File: src/rtl/adder_arb_pkg.sv
// Shared types and constants for the execute-stage add/subtract arbiter.
// rsp_t is the canonical response record for the default 32-bit, up-to-4-requester build.
package adder_arb_pkg;

   localparam logic [6:0] FUNCT7_SUB = 7'h20;

   localparam int RSP_ID_W = 2;
   localparam int RSP_Y_W  = 32;

   typedef enum logic {
      EMPTY = 1'b0,
      FULL  = 1'b1
   } state_e;

   typedef struct packed {
      logic [RSP_ID_W-1:0] id;
      logic [RSP_Y_W-1:0]  y;
      logic                c;
      logic                v;
      logic                n;
      logic                z;
   } rsp_t;

endpackage

File: src/rtl/adder_arbiter_add_sub_core.sv
// Combinational WIDTH-bit add/subtract with carry/borrow, signed overflow, negative and zero flags.
module add_sub_core #(
   parameter int WIDTH = 32
) (
   input  logic [WIDTH-1:0] a,
   input  logic [WIDTH-1:0] b,
   input  logic             sub,
   output logic [WIDTH-1:0] y,
   output logic             c,
   output logic             v,
   output logic             n,
   output logic             z
);

   logic [WIDTH:0] full;

   always_comb begin
      full = sub ? ({1'b0, a} - {1'b0, b}) : ({1'b0, a} + {1'b0, b});
      y    = full[WIDTH-1:0];
      // on subtract the top bit is the borrow (a < b unsigned)
      c    = full[WIDTH];
      if (sub)
         v = (a[WIDTH-1] != b[WIDTH-1]) && (y[WIDTH-1] != a[WIDTH-1]);
      else
         v = (a[WIDTH-1] == b[WIDTH-1]) && (y[WIDTH-1] != a[WIDTH-1]);
      n    = y[WIDTH-1];
      z    = (y == '0);
   end

endmodule

File: src/rtl/adder_arbiter.sv
// Arbitrates NUM_REQ requesters onto one add/sub core and returns results via a one-entry slot.
// Define ADDER_ARB_ROUND_ROBIN_EN for round-robin arbitration; default is fixed priority (lowest index wins).
//
// state | meaning
// EMPTY | response slot free, RSP_VALID=0
// FULL  | response slot holds a result, RSP_VALID=1
module adder_arbiter
   import adder_arb_pkg::*;
#(
   parameter int NUM_REQ = 2,
   parameter int WIDTH   = 32
) (
   input  logic                       CLK,
   input  logic                       RST_N,
   input  logic [NUM_REQ-1:0]         REQ_VALID,
   output logic [NUM_REQ-1:0]         REQ_READY,
   input  logic [NUM_REQ*WIDTH-1:0]   REQ_A,
   input  logic [NUM_REQ*WIDTH-1:0]   REQ_B,
   input  logic [NUM_REQ-1:0]         REQ_SUB,
   output logic                       RSP_VALID,
   input  logic                       RSP_READY,
   output logic [$clog2(NUM_REQ)-1:0] RSP_ID,
   output logic [WIDTH-1:0]           RSP_Y,
   output logic                       RSP_C,
   output logic                       RSP_V,
   output logic                       RSP_N,
   output logic                       RSP_Z
);

   localparam int ID_W = $clog2(NUM_REQ);

   state_e          state;
   logic            can_accept;
   logic            xfer;
   logic [ID_W-1:0] grant_id;

   logic [WIDTH-1:0] a_sel;
   logic [WIDTH-1:0] b_sel;
   logic             sub_sel;
   logic [WIDTH-1:0] core_y;
   logic             core_c;
   logic             core_v;
   logic             core_n;
   logic             core_z;

   assign can_accept = (state == EMPTY) || RSP_READY;
   assign xfer       = RST_N && can_accept && (|REQ_VALID);

`ifdef ADDER_ARB_ROUND_ROBIN_EN
   logic [ID_W-1:0] ptr;

   always_comb begin
      int   idx;
      logic found;
      idx      = 0;
      found    = 1'b0;
      grant_id = '0;
      for (int k = 0; k < NUM_REQ; k++) begin
         idx = int'(ptr) + k;
         if (idx >= NUM_REQ)
            idx = idx - NUM_REQ;
         for (int j = 0; j < NUM_REQ; j++) begin
            if (!found && (j == idx) && REQ_VALID[j]) begin
               found    = 1'b1;
               grant_id = ID_W'(j);
            end
         end
      end
   end

   always_ff @(posedge CLK) begin
      if (!RST_N)
         ptr <= '0;
      else if (xfer)
         ptr <= (int'(grant_id) == NUM_REQ - 1) ? '0 : grant_id + 1'b1;
   end
`else
   always_comb begin
      grant_id = '0;
      for (int j = NUM_REQ - 1; j >= 0; j--) begin
         if (REQ_VALID[j])
            grant_id = ID_W'(j);
      end
   end
`endif

   // grant depends only on valids, pointer and slot occupancy, never on operands
   always_comb begin
      REQ_READY = '0;
      for (int j = 0; j < NUM_REQ; j++) begin
         if (xfer && (grant_id == ID_W'(j)))
            REQ_READY[j] = 1'b1;
      end
   end

   always_comb begin
      a_sel   = '0;
      b_sel   = '0;
      sub_sel = 1'b0;
      for (int j = 0; j < NUM_REQ; j++) begin
         if (grant_id == ID_W'(j)) begin
            a_sel   = REQ_A[j*WIDTH +: WIDTH];
            b_sel   = REQ_B[j*WIDTH +: WIDTH];
            sub_sel = REQ_SUB[j];
         end
      end
   end

   add_sub_core #(
      .WIDTH (WIDTH)
   ) u_core (
      .a   (a_sel),
      .b   (b_sel),
      .sub (sub_sel),
      .y   (core_y),
      .c   (core_c),
      .v   (core_v),
      .n   (core_n),
      .z   (core_z)
   );

   always_ff @(posedge CLK) begin
      if (!RST_N) begin
         state <= EMPTY;
         RSP_ID <= '0;
         RSP_Y  <= '0;
         RSP_C  <= 1'b0;
         RSP_V  <= 1'b0;
         RSP_N  <= 1'b0;
         RSP_Z  <= 1'b0;
      end else begin
         case (state)
            EMPTY: begin
               if (xfer)
                  state <= FULL;
            end
            FULL: begin
               if (RSP_READY && !xfer)
                  state <= EMPTY;
            end
            default: state <= EMPTY;
         endcase
         if (xfer) begin
            RSP_ID <= grant_id;
            RSP_Y  <= core_y;
            RSP_C  <= core_c;
            RSP_V  <= core_v;
            RSP_N  <= core_n;
            RSP_Z  <= core_z;
         end
      end
   end

   assign RSP_VALID = (state == FULL);

endmodule
File: config.mk
export PLATFORM = sky130hd
export DESIGN_NAME = adder_arbiter
export DESIGN_NICKNAME = d
export VERILOG_FILES = /design/src/rtl/adder_arb_pkg.sv /design/src/rtl/adder_arbiter_add_sub_core.sv /design/src/rtl/adder_arbiter.sv
export SDC_FILE = /design/constraint.sdc
export NUM_CORES = 1
export LEC_CHECK = 0
export BUFFER_PORTS_ARGS = -buffer_cell sky130_fd_sc_hd__buf_2
export CAP_MARGIN = 40
export CORE_MARGIN = 4
export CORE_UTILIZATION = 57
export CTS_BUF_LIST = sky130_fd_sc_hd__clkbuf_4 sky130_fd_sc_hd__clkbuf_8
export DETAILED_ROUTE_END_ITERATION = 16
export MAX_ROUTING_LAYER = met4
export PLACE_DENSITY = 0.86
export SLEW_MARGIN = 20
export SYNTH_ARGS = -nofsm -noshare
export SYNTH_HDL_FRONTEND = slang
export SYNTH_SLANG_ARGS = --single-unit
File: constraint.sdc
create_clock -name CLK -period 9.3 [get_ports CLK]
set_input_delay 0.93 -clock CLK [delete_from_list [all_inputs] [get_ports CLK]]
set_output_delay 0.93 -clock CLK [all_outputs]
set_load 0.05 [all_outputs]
==> flow_summary.ini, run 1 <==
[outcome]
status = complete, no violations

[route]
first_pass_iters = 7
wire_per_inst_um = 15.7
avgViaCountPerCell = 5.94
drt_iter0_drc = 312
drc_errors = 0
drt_wl_total_um = 13900
vias = 5253
drtAntennaViolNets = 0

[critical_path]
crit_type = in2reg
crit_required_ns = 9.46
crit_chain = buf_2 -> nand2b_4 -> buf_4 -> mux2i_1 -> nand2_1 -> nor4_1 -> nand3_2 -> nor3_4 -> nand2_1 -> nand2_1 -> xnor2_1 -> ha_1 -> a2111oi_0 -> o21a_1 -> o21ai_0 -> a211oi_1 -> nor3b_1 -> nor3_1 -> o21ai_0 -> a21oi_1 -> xnor2_1 -> o21ai_1
crit_buf_inv = 2
startpoint_type = primary input
crit_path_start = REQ_VALID[0]
cpMostUsedCell = nand2_1
critical-path-top-delay-family = simple AND/OR/NAND/NOR gates
reg2reg_depth = 11
cpPeakStageDelay_ns = 0.67
cp_max_fo = 62
end_kind = flip-flop
cpMaxStageDelayCell = buf_4
worst_ep_arrival_time_ns = 6.05
reg2reg_from = RSP_VALID
crit_cells = 22

[timing]
finalHoldViolCount = 0
finalSetupTns_ns = 0
fin_crit_sh_pct = 63.4
slew_viol_final = 0
finalCriticalPeriod_ns = 5.90
setup_viol = 0
worst_hold_slack_ns = 0.460
worst_pin_slew_ns = 0.745
fmax_mhz = 170
rsz0062_at_grt = no
skew_ns = 0.00268
relSlewSlack_pct = 50.3

[global_route]
grt_overflow_total = 0
grt_pass1_vias = 4874
track_usage_pct = 26.7
grt_max_degree = 63
antenna_found_initial = 0
grt_pass1_wl_um = 22200

[clock_network]
cts.sink_count = 37
cts-root-buf = clkbuf_8
h-tree-depth = 2
ctsResizeCount = 0
clk_latency_ns = 0.28
cts_max_path_buffers = 2
path_clk_slew_ns = 0.07
ctsHoldBuffers = 0
cts_tree = yes
cts_setup_buffers = 0
cts_made_buffers = 5

[synth]
ys_warn_count = 0
synthCells = 629
async_flop_share_pct = 0
syn_area_sq_mm = 0.00498
ys.flop_type = dfxtp_1
ys_ff_latch = 37
synth-edff-count = 0
ys_types = 75
syn_avg_cell_area_sq_um = 7.92
syn_nets = 797
synth-seq-area-share_pct = 14.9

[layout]
final_cell_area_sq_mm = 0.00593
drive_gt1_share_pct = 33.2
syn_to_final_growth_pct = 19.1
final_cell_mix = buf_2 (174), a21oi_1 (54), o21ai_0 (51), nor2_1 (47), mux2_2 (45)
n_fill_cell = 674
antennaDiodeCount = 0
mostFrequentLayoutCell = buf_2
fin_nets = 946

[place]
dpl.hpwl_um = 11500
io_buffers = 174
gp_congestion = 0.932
placed_area_sq_mm = 0.00581

[floorplan]
std_cell_rows = 33
core_area_sq_mm = 0.00834
die_h_um = 101
start_util_pct = 59.7
io_pins = 175
dieArea_sq_mm = 0.0103
die-width_um = 101

[worst_hold_path]
hp-start = RSP_V
hp-class = reg2reg
hold_depth = 2

[power_and_ir_drop]
p_leak_nw = 2.78
vdd_drop_max_v = 0.0000784
p_per_area_mw_per_mm2 = 181
finalPower_mw = 1.07

[flow_run]
maxCapViolCount = 0
==> area by class of cell <==
cell class                      instances  area, sq um  share of cell area [%]
Inverter                               13         48.8                   0.822
Sequential cell                        37          741                    12.5
Timing Repair Buffer                  177          893                    15.1
Tap cell                              105          131                    2.21
Clock inverter                          2         37.5                   0.633
Clock buffer                            6         82.6                    1.39
Multi-Input combinational cell        544         4000                    67.4
==> metal layers <==
metal  track usage, %  vias up  wire length, um
met2             41.9      232             6360
li1                 -     2626                -
met5                -        -                0
met1             36.9     2373             6300
met3             2.89       22              975
met4             6.24        0              229
==> power breakdown <==
group | internal, mW | total (mW) | switching (mW)
Sequential | 0.198 | 0.216 | 0.0174
Clock | 0.0871 | 0.142 | 0.0551
Combinational | 0.245 | 0.714 | 0.469
Total | 0.531 | 1.07 | 0.541
==> path summary, 6_finish.rpt <==
kind | slack [ns] | endpoint
min reg2reg | 0.46 | RSP_V
max reg2reg | 6.84 | RSP_Z
min | 0.46 | RSP_V
max | 3.40 | RSP_C
==> worst register-to-register path, delay by kind of cell, from the launching register on <==
| family | cells | cell delay [ns] |
|---|---|---|
| flip-flops | 1 | 0.31 |
| AND/OR/NAND/NOR | 8 | 1.50 |
| AO/OA/AOI/OAI | 2 | 0.26 |
| buffers and inverters | 1 | 0.32 |
==> stage by stage <==
stage | setup slack, ns | utilization, % | std cells
after floorplan | 4.26 | - | 629
after global placement | 3.33 | 69.6 | 875
final | 3.40 | 71.1 | 884
after detailed placement | 3.11 | 69.7 | 876
after global routing | 2.91 | 71.1 | 884
after CTS | 3.42 | 71.1 | 884
==> logic make-up (layout without fill, tap and decap cells) <==
logic type | Yosys count | in the layout | share of synthesized area (%)
AO/OA/AOI/OAI | 180 | 180 | 22.9
XOR/XNOR | 52 | 52 | 9.14
adder cells (fa/ha/maj) | 33 | 33 | 8.44
buffers and inverters | 48 | 198 | 4.87
flip-flops | 37 | 37 | 14.9
multiplexers | 79 | 79 | 17.9
AND/OR/NAND/NOR | 200 | 200 | 21.8
==> registers in the layout, indices dropped and copies added (netlist names) <==
| register | cells |
|---|---|
| RSP_V | 1 |
| RSP_VALID | 1 |
| RSP_ID | 1 |
| RSP_Z | 1 |
| RSP_Y | 32 |
| RSP_C | 1 |
==> cells in the mapped netlist, types with 15 or more instances <==
cell / n / area [sq um]
clkbuf_1: 15 / 56.3
nor3_1: 16 / 80.1
a21oi_1: 54 / 270
xor2_1: 26 / 228
dfxtp_1: 37 / 741
xnor2_1: 26 / 228
and2_1: 18 / 113
mux2i_1: 29 / 290
mux2_2: 45 / 507
o21ai_0: 51 / 255
nor2_1: 47 / 176
ha_1: 32 / 400
nand2_1: 31 / 116
nand3_1: 40 / 200
Note: power is estimated with default switching activity, not from simulation.
==> run 2, diff against run 1 <==
--- a/config.mk
+++ b/config.mk
@@ -8,11 +8,11 @@
 export BUFFER_PORTS_ARGS = -buffer_cell sky130_fd_sc_hd__buf_2
 export CAP_MARGIN = 40
 export CORE_MARGIN = 4
-export CORE_UTILIZATION = 57
+export CORE_UTILIZATION = 53
 export CTS_BUF_LIST = sky130_fd_sc_hd__clkbuf_4 sky130_fd_sc_hd__clkbuf_8
 export DETAILED_ROUTE_END_ITERATION = 16
 export MAX_ROUTING_LAYER = met4
-export PLACE_DENSITY = 0.86
+export PLACE_DENSITY = 0.8
 export SLEW_MARGIN = 20
 export SYNTH_ARGS = -nofsm -noshare
 export SYNTH_HDL_FRONTEND = slang
==> constraint.sdc (replaced) <==
create_clock -name CLK -period 5.65 [get_ports CLK]
set_input_delay 0.565 -clock CLK [delete_from_list [all_inputs] [get_ports CLK]]
set_output_delay 0.565 -clock CLK [all_outputs]
set_load 0.05 [all_outputs]
==> flow_summary.ini, run 2 (synthesis gave the netlist of run 1 again) <==
[clock_network]
cts-root-buf = clkbuf_8
h-tree-depth = 2
ctsHoldBuffers = 0
cts_max_path_buffers = 2
cts.sink_count = 37
cts_tree = yes
ctsResizeCount = 0
cts_setup_buffers = 0
path_clk_slew_ns = 0.07
clk_latency_ns = 0.28
cts_made_buffers = 5

[critical_path]
crit_required_ns = 5.81
critical-path-top-delay-family = simple AND/OR/NAND/NOR gates
cpMostUsedCell = nand2_1
crit_chain = buf_2 -> nand2b_4 -> buf_4 -> mux2i_2 -> nand2_1 -> nor4_1 -> nand3_2 -> nor3_4 -> nand2_1 -> nand2_1 -> xnor2_1 -> ha_1 -> a2111oi_0 -> o21a_1 -> o21ai_0 -> a211oi_1 -> nor3b_1 -> nor3_1 -> o21ai_0 -> a21oi_1 -> xnor2_1 -> o21ai_1
crit_buf_inv = 2
cp_max_fo = 20
cpMaxStageDelayCell = a2111oi_0
worst_ep_arrival_time_ns = 5.23
startpoint_type = primary input
end_kind = flip-flop
cpPeakStageDelay_ns = 0.54
crit_type = in2reg

[timing]
fin_crit_sh_pct = 89.8
finalHoldViolCount = 0
setup_viol = 0
slew_viol_final = 0
fmax_mhz = 197
finalCriticalPeriod_ns = 5.08
worst_hold_slack_ns = 0.458
skew_ns = 0.00256
relSlewSlack_pct = 50.3
rsz0062_at_grt = no
finalSetupTns_ns = 0
worst_pin_slew_ns = 0.741

[layout]
largest_register_ffs = 32
fin_nets = 949
n_fill_cell = 847
drive_gt1_share_pct = 33.5
instances_no_fill = 893
final_cell_mix = buf_2 (174), a21oi_1 (54), o21ai_0 (51), nor2_1 (47), mux2_2 (45)
syn_to_final_growth_pct = 19.0
top_register = RSP_Y
mostFrequentLayoutCell = buf_2
antennaDiodeCount = 0
final_cell_area_sq_mm = 0.00593

[global_route]
grt_overflow_total = 0
grt_pass1_vias = 4679
grt_pass1_wl_um = 22400
track_usage_pct = 24.7
antenna_found_initial = 0
grt_max_degree = 63

[floorplan]
die_h_um = 105
io_pins = 175
std_cell_rows = 35
start_util_pct = 54.2
core_area_sq_mm = 0.00920
die-width_um = 105
dieArea_sq_mm = 0.0110

[place]
gp_congestion = 0.903
dpl.hpwl_um = 11700
post-place-cells = 885
io_buffers = 174
placed_area_sq_mm = 0.00584

[route]
avgViaCountPerCell = 5.73
drt_iter0_drc = 266
drt_wl_total_um = 13800
wire_per_inst_um = 15.4
drtAntennaViolNets = 0
first_pass_iters = 5
drc_errors = 0
vias = 5118

[flow_run]
maxCapViolCount = 0

[worst_hold_path]
hp-class = reg2reg

[power_and_ir_drop]
p_per_area_mw_per_mm2 = 287
vdd_drop_max_v = 0.000145
p_leak_nw = 2.79
finalPower_mw = 1.70

[outcome]
status = complete, no violations
-- run 2: cell count changes in the layout (fill, tap and decap cells not counted) --
cell        previous run  this run
clkinvlp_4             1         0
clkinv_2               0         2
clkbuf_4               0         1
bufinv_16              1         0
buf_4                  3         6
clkbuf_8               6         5
-- run 2: routing by layer --
metal  up-vias  GRT usage [%]  part of all wire [%]
met5         -              -                     0
met4         0           6.56                   1.4
met3        12           1.61                   5.2
met2       156           37.7                    44
met1      2314           35.6                    49
li1       2636              -                     -
-- run 2: area by class of cell --
cell class,instances,area [sq um],area share [%]
tap,111,139,2.34
inverter,13,48.8,0.823
clock inverter,2,10.0,0.169
multi-input combinational,544,4000,67.4
clock buffer,6,76.3,1.29
sequential,37,741,12.5
timing repair buffer,180,916,15.4
-- run 2: through the flow --
stage | setup slack (ns) | util [%]
6_report | 0.574 | 64.5
5_1_grt | 0.121 | 64.5
4_1_cts | 0.599 | 64.5
3_3_place_gp | 0.403 | 63.5
3_5_place_dp | 0.278 | 63.5
2_1_floorplan | 0.978 | -
-- run 2: worst paths after layout --
kind                            depth (start not counted)         start  slack, ns     to
worst min register to register                          2         RSP_C       0.46  RSP_C
worst max-delay path                                   22  REQ_VALID[0]       0.57  RSP_C
worst max register to register                         11     RSP_VALID       3.23  RSP_Z
worst min-delay path                                    2         RSP_C       0.46  RSP_C
-- run 2: tightest hold or removal path, stage by stage, from the launching register on --
cell and delay [ns]:
dfxtp_1 0.31, nand3_1 0.06, o21ai_1 0.05
-- run 2: power by group --
group          total [mW]  leakage [nW]  switching (mW)  internal [mW]
registers           0.357         0.307          0.0301          0.326
clock network       0.180        0.0484          0.0900         0.0903
logic                1.17          2.43           0.760          0.406
==> run 3, diff against run 2 <==
--- a/config.mk
+++ b/config.mk
@@ -5,14 +5,14 @@
 export SDC_FILE = /design/constraint.sdc
 export NUM_CORES = 1
 export LEC_CHECK = 0
-export BUFFER_PORTS_ARGS = -buffer_cell sky130_fd_sc_hd__buf_2
 export CAP_MARGIN = 40
 export CORE_MARGIN = 4
-export CORE_UTILIZATION = 53
+export CORE_UTILIZATION = 65
 export CTS_BUF_LIST = sky130_fd_sc_hd__clkbuf_4 sky130_fd_sc_hd__clkbuf_8
 export DETAILED_ROUTE_END_ITERATION = 16
+export DONT_BUFFER_PORTS = 1
 export MAX_ROUTING_LAYER = met4
-export PLACE_DENSITY = 0.8
+export PLACE_DENSITY = 0.77
 export SLEW_MARGIN = 20
 export SYNTH_ARGS = -nofsm -noshare
 export SYNTH_HDL_FRONTEND = slang
==> flow_summary.ini, run 3 (synthesis gave the netlist of run 1 again) <==
[outcome]
status = complete, no violations

[route]
vias = 4485
first_pass_iters = 5
drt_iter0_drc = 244
drt_wl_total_um = 12800
drc_errors = 0
avgViaCountPerCell = 6.35
drtAntennaViolNets = 0
wire_per_inst_um = 18.1

[clock_network]
cts_made_buffers = 5
h-tree-depth = 2
ctsResizeCount = 0
cts-root-buf = clkbuf_8
cts_tree = yes
cts.sink_count = 37
clk_latency_ns = 0.28
path_clk_slew_ns = 0.07
cts_max_path_buffers = 2
cts_setup_buffers = 0
ctsHoldBuffers = 0

[layout]
syn_to_final_growth_pct = 1.41
final_cell_mix = a21oi_1 (54), o21ai_0 (51), nor2_1 (47), mux2_2 (45), nand3_1 (40)
drive_gt1_share_pct = 14.3
antennaDiodeCount = 0
mostFrequentLayoutCell = a21oi_1
final_cell_area_sq_mm = 0.00505
post-route-util_pct = 68.6
fin_nets = 774
top_register = RSP_Y
largest_register_ffs = 32

[global_route]
grt_pass1_vias = 4225
grt_overflow_total = 0
track_usage_pct = 27.6
antenna_found_initial = 0
grt_max_degree = 63
grt_pass1_wl_um = 19800

[timing]
worst_hold_slack_ns = 0.408
relSlewSlack_pct = 53.4
skew_ns = 0.00441
fin_crit_sh_pct = 88.1
finalHoldViolCount = 0
slew_viol_final = 0
rsz0062_at_grt = no
fmax_mhz = 201
finalCriticalPeriod_ns = 4.98
setup_viol = 0
finalSetupTns_ns = 0
worst_pin_slew_ns = 0.695

[power_and_ir_drop]
p_per_area_mw_per_mm2 = 315
p_leak_nw = 2.07
vdd_drop_max_v = 0.000109

[critical_path]
crit_type = in2reg
cp_max_fo = 31
r2r-end = RSP_Z
crit_required_ns = 5.80
r2r_slack_ns = 2.95
reg2reg_depth = 11
worst_ep_arrival_time_ns = 5.13
reg2reg_from = RSP_VALID
end_kind = flip-flop
startpoint_type = primary input

[worst_hold_path]
worst_hold_path.endpoint = RSP_Y[0]
hold_depth = 1
hp-start = RST_N
hp-class = in2reg

[floorplan]
start_util_pct = 67.6
die-width_um = 95.6
io_pins = 175
die_h_um = 95.6
std_cell_rows = 31
core_area_sq_mm = 0.00737
dieArea_sq_mm = 0.00913

[place]
dpl.hpwl_um = 10700
io_buffers = 0
gp_congestion = 0.875
placed_area_sq_mm = 0.00497

[flow_run]
maxCapViolCount = 0
==> run 3: cell count changes in the layout (fill, tap and decap cells not counted), sizes merged <==
cell / previous run / this run
buf: 180 / 5
==> run 3: routing by layer <==
layer | GRT usage [%] | wire length (um) | share of wire (%) | up-vias
met3 | 3.63 | 1010 | 7.9 | 13
met4 | 6.04 | 144 | 1.1 | 0
met2 | 41.7 | 5570 | 44 | 183
li1 | - | - | - | 2271
met1 | 39.0 | 6070 | 47 | 2018
met5 | - | 0 | 0 | -
==> run 3: metrics by stage <==
stage,power [mW],setup slack (ns),cells
floorplan,1.25,0.978,629
global placement,1.39,0.575,696
detailed placement,1.41,0.476,698
CTS,1.59,0.762,706
global route,1.70,0.309,706
finish,1.59,0.675,706
==> run 3: power by group <==
group	switching (mW)	internal, mW	total, mW	leakage, nW
Sequential	0.268	0.326	0.594	0.307
Combinational	0.490	0.332	0.822	1.71
Clock	0.0873	0.0902	0.178	0.0484
Total	0.845	0.749	1.59	2.07
==> run 3: worst max-delay path by stage <==
stage / startpoint / endpoint / slack (ns) / cells after the start
floorplan: REQ_VALID[0] / RSP_V / 0.98 / 20
detailed placement: REQ_VALID[0] / RSP_Z / 0.48 / 18
global route: REQ_VALID[0] / RSP_V / 0.31 / 19
global placement: REQ_VALID[0] / RSP_C / 0.57 / 20
CTS: REQ_VALID[0] / RSP_Z / 0.76 / 18
finish: REQ_VALID[0] / RSP_C / 0.67 / 20
==> run 3: worst max-delay path, stage by stage <==
cell and delay [ns]:
nand2b_4 0.43, mux2i_1 0.45, nand2_1 0.09, nor4_1 0.34, nand3_2 0.19, nor3_4 0.26, nand2_1 0.12, nand2_1 0.10
xnor2_1 0.13, ha_1 0.34, a2111oi_0 0.57, o21a_1 0.19, o21ai_0 0.12, a211oi_1 0.33, nor3b_1 0.13, nor3_1 0.21
o21ai_0 0.13, a21oi_1 0.18, xnor2_1 0.13, o21ai_1 0.07
==> run 3: final cells by class <==
type / count / area (sq um)
clock inverter: 2 / 10.0
tap: 99 / 124
sequential: 37 / 741
multi-input combinational: 544 / 4000
fill: 630 / 2320
timing repair buffer: 5 / 53.8
clock buffer: 6 / 76.3
inverter: 13 / 48.8
